<file path="src/rtl/mul32_arb.sv">
`default_nettype none
// +--------------------------------------------------------------------------+
// | Module   : mul32_arb                                                     |
// | Purpose  : Two-port round-robin arbiter in front of a fixed-latency      |
// |            pipelined 32x32 multiplier (mul32p). One operation is issued  |
// |            per cycle; a {valid,id} tag pipeline of depth LAT steers each |
// |            returning product to the requester that issued it.           |
// | Ports    : clk, rst (sync, active-low)                                   |
// |            req{0,1}_valid/_ready/_a/_b/_mode  requester handshake+operands|
// |            mul_a/mul_b/mul_mode                operands to mul32p         |
// |            mul_hi/mul_lo                       product from mul32p        |
// |            resp{0,1}_valid/_res                registered result pulses   |
// |            issue{0,1}_cnt                      accepted-op counters       |
// | Revision : 1.0  initial release                                          |
// +--------------------------------------------------------------------------+
module mul32_arb #(
  parameter int LAT = 8
) (
  input  logic        clk,
  input  logic        rst,
  input  logic        req0_valid,
  output logic        req0_ready,
  input  logic [31:0] req0_a,
  input  logic [31:0] req0_b,
  input  logic        req0_mode,
  input  logic        req1_valid,
  output logic        req1_ready,
  input  logic [31:0] req1_a,
  input  logic [31:0] req1_b,
  input  logic        req1_mode,
  output logic [31:0] mul_a,
  output logic [31:0] mul_b,
  output logic        mul_mode,
  input  logic [31:0] mul_hi,
  input  logic [31:0] mul_lo,
  output logic        resp0_valid,
  output logic [63:0] resp0_res,
  output logic        resp1_valid,
  output logic [63:0] resp1_res,
  output logic [31:0] issue0_cnt,
  output logic [31:0] issue1_cnt
);

  // ptr = requester that wins when both are valid
  logic           ptr_q, ptr_d;
  logic [LAT-1:0] tag_vld_q, tag_vld_d;
  logic [LAT-1:0] tag_id_q, tag_id_d;
  logic           resp0_valid_q, resp0_valid_d;
  logic           resp1_valid_q, resp1_valid_d;
  logic [63:0]    resp0_res_q, resp0_res_d;
  logic [63:0]    resp1_res_q, resp1_res_d;
  logic [31:0]    cnt0_q, cnt0_d;
  logic [31:0]    cnt1_q, cnt1_d;

  logic w_gnt0, w_gnt1, w_acc;
  logic w_out_vld, w_out_id;

  // Grant is gated by rst so nothing is accepted (and mul inputs stay 0)
  // while reset is held.
  always_comb begin
    w_gnt0 = rst & req0_valid & (~req1_valid | ~ptr_q);
    w_gnt1 = rst & req1_valid & (~req0_valid |  ptr_q);
    w_acc  = w_gnt0 | w_gnt1;
  end

  assign req0_ready = w_gnt0;
  assign req1_ready = w_gnt1;

  always_comb begin
    mul_a    = 32'd0;
    mul_b    = 32'd0;
    mul_mode = 1'b0;
    if (w_gnt0) begin
      mul_a    = req0_a;
      mul_b    = req0_b;
      mul_mode = req0_mode;
    end else if (w_gnt1) begin
      mul_a    = req1_a;
      mul_b    = req1_b;
      mul_mode = req1_mode;
    end
  end

  // Tag pipeline: stage 0 holds the op issued last cycle, stage LAT-1 lines
  // up with the cycle in which mul32p presents that op's product.
  generate
    if (LAT > 1) begin : g_shift
      always_comb begin
        tag_vld_d = {tag_vld_q[LAT-2:0], w_acc};
        tag_id_d  = {tag_id_q[LAT-2:0],  w_gnt1};
      end
    end else begin : g_single
      always_comb begin
        tag_vld_d = w_acc;
        tag_id_d  = w_gnt1;
      end
    end
  endgenerate

  assign w_out_vld = tag_vld_q[LAT-1];
  assign w_out_id  = tag_id_q[LAT-1];

  always_comb begin
    ptr_d = ptr_q;
    if (w_gnt0) begin
      ptr_d = 1'b1;
    end else if (w_gnt1) begin
      ptr_d = 1'b0;
    end
    resp0_valid_d = w_out_vld & ~w_out_id;
    resp1_valid_d = w_out_vld &  w_out_id;
    resp0_res_d   = resp0_valid_d ? {mul_hi, mul_lo} : resp0_res_q;
    resp1_res_d   = resp1_valid_d ? {mul_hi, mul_lo} : resp1_res_q;
    cnt0_d        = cnt0_q + 32'(w_gnt0);
    cnt1_d        = cnt1_q + 32'(w_gnt1);
  end

  always_ff @(posedge clk) begin
    if (!rst) begin
      ptr_q         <= 1'b0;
      tag_vld_q     <= '0;
      tag_id_q      <= '0;
      resp0_valid_q <= 1'b0;
      resp1_valid_q <= 1'b0;
      resp0_res_q   <= 64'd0;
      resp1_res_q   <= 64'd0;
      cnt0_q        <= 32'd0;
      cnt1_q        <= 32'd0;
    end else begin
      ptr_q         <= ptr_d;
      tag_vld_q     <= tag_vld_d;
      tag_id_q      <= tag_id_d;
      resp0_valid_q <= resp0_valid_d;
      resp1_valid_q <= resp1_valid_d;
      resp0_res_q   <= resp0_res_d;
      resp1_res_q   <= resp1_res_d;
      cnt0_q        <= cnt0_d;
      cnt1_q        <= cnt1_d;
    end
  end

  assign resp0_valid = resp0_valid_q;
  assign resp1_valid = resp1_valid_q;
  assign resp0_res   = resp0_res_q;
  assign resp1_res   = resp1_res_q;
  assign issue0_cnt  = cnt0_q;
  assign issue1_cnt  = cnt1_q;

endmodule
`default_nettype wire
</file>
<file path="config.mk">
export PLATFORM = sky130hd
export DESIGN_NAME = mul32_arb
export DESIGN_NICKNAME = d
export VERILOG_FILES = /design/src/rtl/mul32_arb.sv
export SDC_FILE = /design/constraint.sdc
export NUM_CORES = 1
export LEC_CHECK = 0
export BUFFER_PORTS_ARGS = -buffer_cell sky130_fd_sc_hd__buf_2
export CELL_PAD_IN_SITES_DETAIL_PLACEMENT = 0
export CELL_PAD_IN_SITES_GLOBAL_PLACEMENT = 1
export CORE_ASPECT_RATIO = 0.75
export CORE_MARGIN = 10
export CORE_UTILIZATION = 34
export CTS_CLUSTER_SIZE = 24
export DETAILED_ROUTE_END_ITERATION = 6
export PLACE_DENSITY = 0.84
export SKIP_LAST_GASP = 1
export SLEW_MARGIN = 20
export SYNTH_ARGS = -nofsm -noshare
export SYNTH_HDL_FRONTEND = slang
export SYNTH_SLANG_ARGS = --single-unit
export TNS_END_PERCENT = 1
</file>
<file path="constraint.sdc">
create_clock -name clk -period 4.37 [get_ports clk]
set_input_delay 0.874 -clock clk [delete_from_list [all_inputs] [get_ports clk]]
set_output_delay 0.874 -clock clk [all_outputs]
set_load 0.005 [all_outputs]
</file>
; ---- After elaboration in Yosys (flattened, before gate mapping)
; Cells that the tools add are included.
[totals]
out_inout_bits = 261
regBits = 211
elab_cells = 33
in_bits = 198
[op_classes]
n_bitwise = 13
reduce_logical = 1
n_addsub = 2
muxes = 8
[ops]
columns = op, count
row1 = two-way mux 32 bit, 4
row2 = adder 32 x 1 -> 32 bit, 2
row3 = bitwise AND 1 bit, 6
row4 = two-way mux 1 bit, 4
row5 = inverter 1 bit, 4
row6 = bitwise OR 1 bit, 3
row7 = nonzero test 2 bit, 1

; ---- Depth between registers and ports, before layout
[depth]
depth_word = 5
ltp_mapped = 10
depth_no_buf = 8

; ---- Worst setup path after synthesis
; No wires, ideal clock.
[synth_path]
path_kind = input to register
start = input port req0_valid
end = register cnt1_q[28] (netlist: issue1_cnt[28])
slack_ns = 1.036
required_ns = 4.300
arrival_ns = 3.264
path_buffers = 1
stages = 9
setup_ns = 0.070
path_cell_list = nand2b_1 -> and3_1 -> clkbuf_1 -> ha_1 -> ha_1 -> nand4_2 -> or4_4 -> or4_1 -> a21oi_1
[synth_between]
elab_chain_cells = 4
[synth_lines]
columns = element, line
row1 = from (decl), 21  ; input logic req0_valid,
row2 = inverter 1 bit, 62  ; w_gnt1 = rst & req1_valid & (~req0_valid | ptr_q);
row3 = bitwise OR 1 bit, 62
row4 = bitwise AND 1 bit, 62
row5 = net req1_ready, 27  ; output logic req1_ready,
row6 = adder 32 x 1 -> 32 bit, 115  ; cnt1_d = cnt1_q + 32'(w_gnt1);
row7 = to (signal assigned), 138  ; cnt1_q <= cnt1_d;
row8 = to (decl), 53  ; logic [31:0] cnt1_q, cnt1_d;
; The timed path passes the listed nets, and every way through them passes these cells.
; A chain may end at the register's enable or synchronous reset.

; ---- Worst setup path after layout
[layout_path]
start = input port req0_valid
end = output port mul_b[7]
[layout_between]
elab_chain_cells = 5
word_cells_on_any_way = 7
classes_between = mux (2) / bitwise (5)
[layout_lines]
columns = element, line
row1 = inverter 1 bit, 62
row2 = bitwise OR 1 bit, 62
row3 = bitwise AND 1 bit, 62
row4 = two-way mux 32 bit, 77  ; end else if (w_gnt1) begin
row5 = two-way mux 32 bit *, 73  ; if (w_gnt0) begin
row6 = to (decl), 32  ; output logic [31:0] mul_b,
; Every way passes the cells marked *; elsewhere a longest branch is shown, timed or not.

==> run_results.csv <==
group,metric,value,unit
drt,wl_per_cell,19.7,um
pwr,clockPowerShare,45.5,%
drt,num_vias,9045,
outcome,outcome,"complete, no violations",
critical_path,crit_arrival,2.38,ns
critical_path,cp-end-kind,"primary output",
yosys,synth_seq_cells,211,
placement,place_congestion,0.863,
sta,setup_viol,0,
floorplan,die_w,203,um
floorplan,core_area,24900,um^2
pwr,switching_share,23.0,%
floorplan,num_rows,50,
pwr,p_leak,5.26,nW
yosys,synth.distinct_cells,40,
pwr,vdd_drop_max,0.000229,V
pwr,powerDensity,342,nW/um^2
critical_path,cp_common_cell,"buf_2",
global_routing,antenna_found_initial,14,
clocking,cts_buffers,23,
yosys,syn_nets,1239,
global_routing,grt_usage,20.8,%
pwr,p_seq_share,47.8,%
final_layout,final_net_count,1658,
yosys,synthTopCellsByArea,"dfxtp_1, nand2_1, a21oi_1",
critical_path,worst_setup_path_start_kind,"input pin",
yosys,synth_largest_area_cell,"dfxtp_1",
clocking,cts_tree,"done",
drt,wirelength,35800,um
final_layout,final_common_cell,"buf_2",
sta,rsz0062_at_grt,"no",
critical_path,path_buf_inv,3,
floorplan,fp.dieArea,32000,um^2
clocking,clock_sinks,211,
sta,max_freq,307,MHz
sta,fin_setup_tns,0,ns
clocking,clockBufferDepth,3,
yosys,seq_area_frac_synth,49.2,%
sta,fin_worst_skew,0.00899,ns
critical_path,cpLargestDelayFamily,"buffers and inverters",
yosys,synth.top_cell.area_share,49.2,%
sta,min_period_over_period,74.5,%
critical_path,r2r_start,"ptr_q$_SDFFE_PN0P_",
placement,port_buffers,458,
yosys,syn_avg_cell_area,8.28,um^2
critical_path,crit_start,"req0_valid",
drt,drt_iter0_drc,576,
drt,dr.pass1.iters,5,
pwr,combPwrFrac,6.7,%
sta,tightest_slew,0.994,ns
clocking,postCtsSetupBuffers,0,
sta,layout_min_cycle_time,3.25,ns
global_routing,grt.overflow.total,0,
flow_run,drv_cap,0,
final_layout,fin_cells,1821,
critical_path,crit_type,"input pin to primary output",
critical_path,slowest_stage,"buf_4",
global_routing,grt_max_degree,98,
final_layout,n_fill_cell,2554,
min_path,worstHoldStart,"tag_id_q[3]$_SDFF_PN0_",
final_layout,drive_gt1_share,35.8,%
critical_path,crit_required,3.50,ns
clocking,root_buffer,"clkbuf_16",
floorplan,ios,459,
final_layout,syn_to_final_growth,38.1,%
pwr,net-switching-power,0.929,mW
yosys,synthCells,1036,
sta,max-slew-margin-rel,33.7,%
clocking,cts_max_level,1,
clocking,insertion_delay,0.51,ns
drt,vias_per_cell,4.97,
drt,ant_nets,0,
global_routing,grt_pass1_vias,8605,
drt,drc,0,
critical_path,path_cells,"buf_2, nand2b_1, and3_2, buf_4, a22o_1, buf_2",
placement,place_inst,1768,
yosys,netlist_area,8580,um^2
placement,place_hpwl,27500,um
critical_path,slowest_delay,0.52,ns
clocking,postCtsHoldBufs,0,
sta,timing.final.hold_violations,0,
floorplan,die_y,158,um
yosys,ys.flop_type,"dfxtp_1",
yosys,ys_warn_count,0,
global_routing,grt_pass1_wl,52800,um
clocking,clk_pin_slew,0.06,ns
floorplan,start_util,34.4,%
clocking,cts_resized,0,
pwr,p_int,3.12,mW
yosys,synth_edf_count,0,
yosys,async_reset_ff_share,0,%
final_layout,final_cell_mix,"buf_2, nand2_1, dfxtp_1, a21oi_1, a22o_1",
sta,maxSlewViolCount,0,
min_path,hp-class,"flip-flop to flip-flop",
critical_path,worstPathMaxFanout,61,
==> power groups by stage <==
stage | clock network (mW) | logic, mW | registers (mW)
floorplan | 0 | 0.101 | 1.98
detailed placement | 0 | 0.272 | 1.98
finish | 1.84 | 0.270 | 1.93
CTS | 1.89 | 0.274 | 1.93
global placement | 0 | 0.270 | 1.98
global route | 1.97 | 0.298 | 1.93
==> cells by family after synthesis <==
kind of cell | after synthesis | share of synthesized area (%)
compound gates | 263 | 18.7
flops | 211 | 49.2
buf+inv | 83 | 4.01
xor+xnor | 20 | 2.04
mux | 6 | 0.700
simple gates | 448 | 24.5
fa+ha+maj | 5 | 0.729
==> area by class of cell <==
type	count	area, um^2	share of cell area, %
Inverter	9	38.8	0.328
Clock buffer	33	663	5.60
Multi-Input combinational cell	742	4040	34.1
Tap cell	338	423	3.57
Antenna cell	12	30.0	0.254
Sequential cell	211	4220	35.7
Timing Repair Buffer	468	2380	20.1
Clock inverter	8	48.8	0.412
==> routing by layer <==
layer	GRT usage, %	part of all wire (%)	up-vias
met5	0	0.050	-
met4	8.61	3.4	2
met3	5.16	6.7	68
met2	37.5	52	318
met1	23.1	38	4210
li1	-	-	4447
==> worst paths after layout <==
| path | slack (ns) | to | depth (start not counted) |
|---|---|---|---|
| setup / recovery | 1.12 | mul_b[7] | 6 |
| hold / removal | 0.42 | tag_id_q[4]$_SDFF_PN0_ | 1 |
| setup reg to reg | 1.43 | issue1_cnt[28]$_SDFF_PN0_ | 8 |
| hold reg to reg | 0.42 | tag_id_q[4]$_SDFF_PN0_ | 1 |
==> registers in the layout (all words and copies together), names as in the netlist <==
register	count
resp1_res	64
resp1_valid	1
resp0_res	64
tag_vld_q	8
tag_id_q	8
resp0_valid	1
issue1_cnt	32
issue0_cnt	32
ptr_q	1
==> worst reg2reg max path, cell delays in order (launching register included) <==
cell	delay, ns
dfxtp_1	0.39
nand2b_1	0.16
and3_2	0.29
ha_1	0.29
ha_1	0.26
nand4_2	0.20
or4_4	0.65
or4_1	0.50
a21oi_1	0.15
==> cells in the mapped netlist (all sizes together) (2+ instances only) <==
| cell type | count |
|---|---|
| nand2 | 285 |
| dfxtp | 211 |
| a21oi | 163 |
| a22o | 65 |
| clkbuf | 59 |
| and2 | 25 |
| nor2 | 25 |
| nand3 | 21 |
| or4 | 19 |
| or3 | 18 |
| nand4 | 17 |
| o21ai | 17 |
| o31ai | 16 |
| buf | 15 |
| xor2 | 11 |
| and3 | 10 |
| nand2b | 10 |
| nor4 | 9 |
| xnor2 | 9 |
| inv | 8 |
| mux2i | 6 |
| and4 | 5 |
| ha | 5 |
| nor3 | 2 |
==> metrics by stage <==
| step | utilization, % | area (um^2) | worst slack (ns) | total power, mW | hold WS, ns |
|---|---|---|---|---|---|
| after CTS | 47.4 | 11800 | 1.13 | 4.10 | 0.419 |
| after floorplan | - | 8580 | 1.04 | 2.08 | 0.412 |
| after global placement | 44.6 | 11100 | 0.949 | 2.25 | 0.413 |
| after detailed placement | 44.6 | 11100 | 0.891 | 2.25 | 0.419 |
| final | 47.6 | 11800 | 1.12 | 4.05 | 0.422 |
| after global routing | 47.5 | 11800 | 1.00 | 4.20 | 0.449 |
Power figures use the tool's default switching activity.
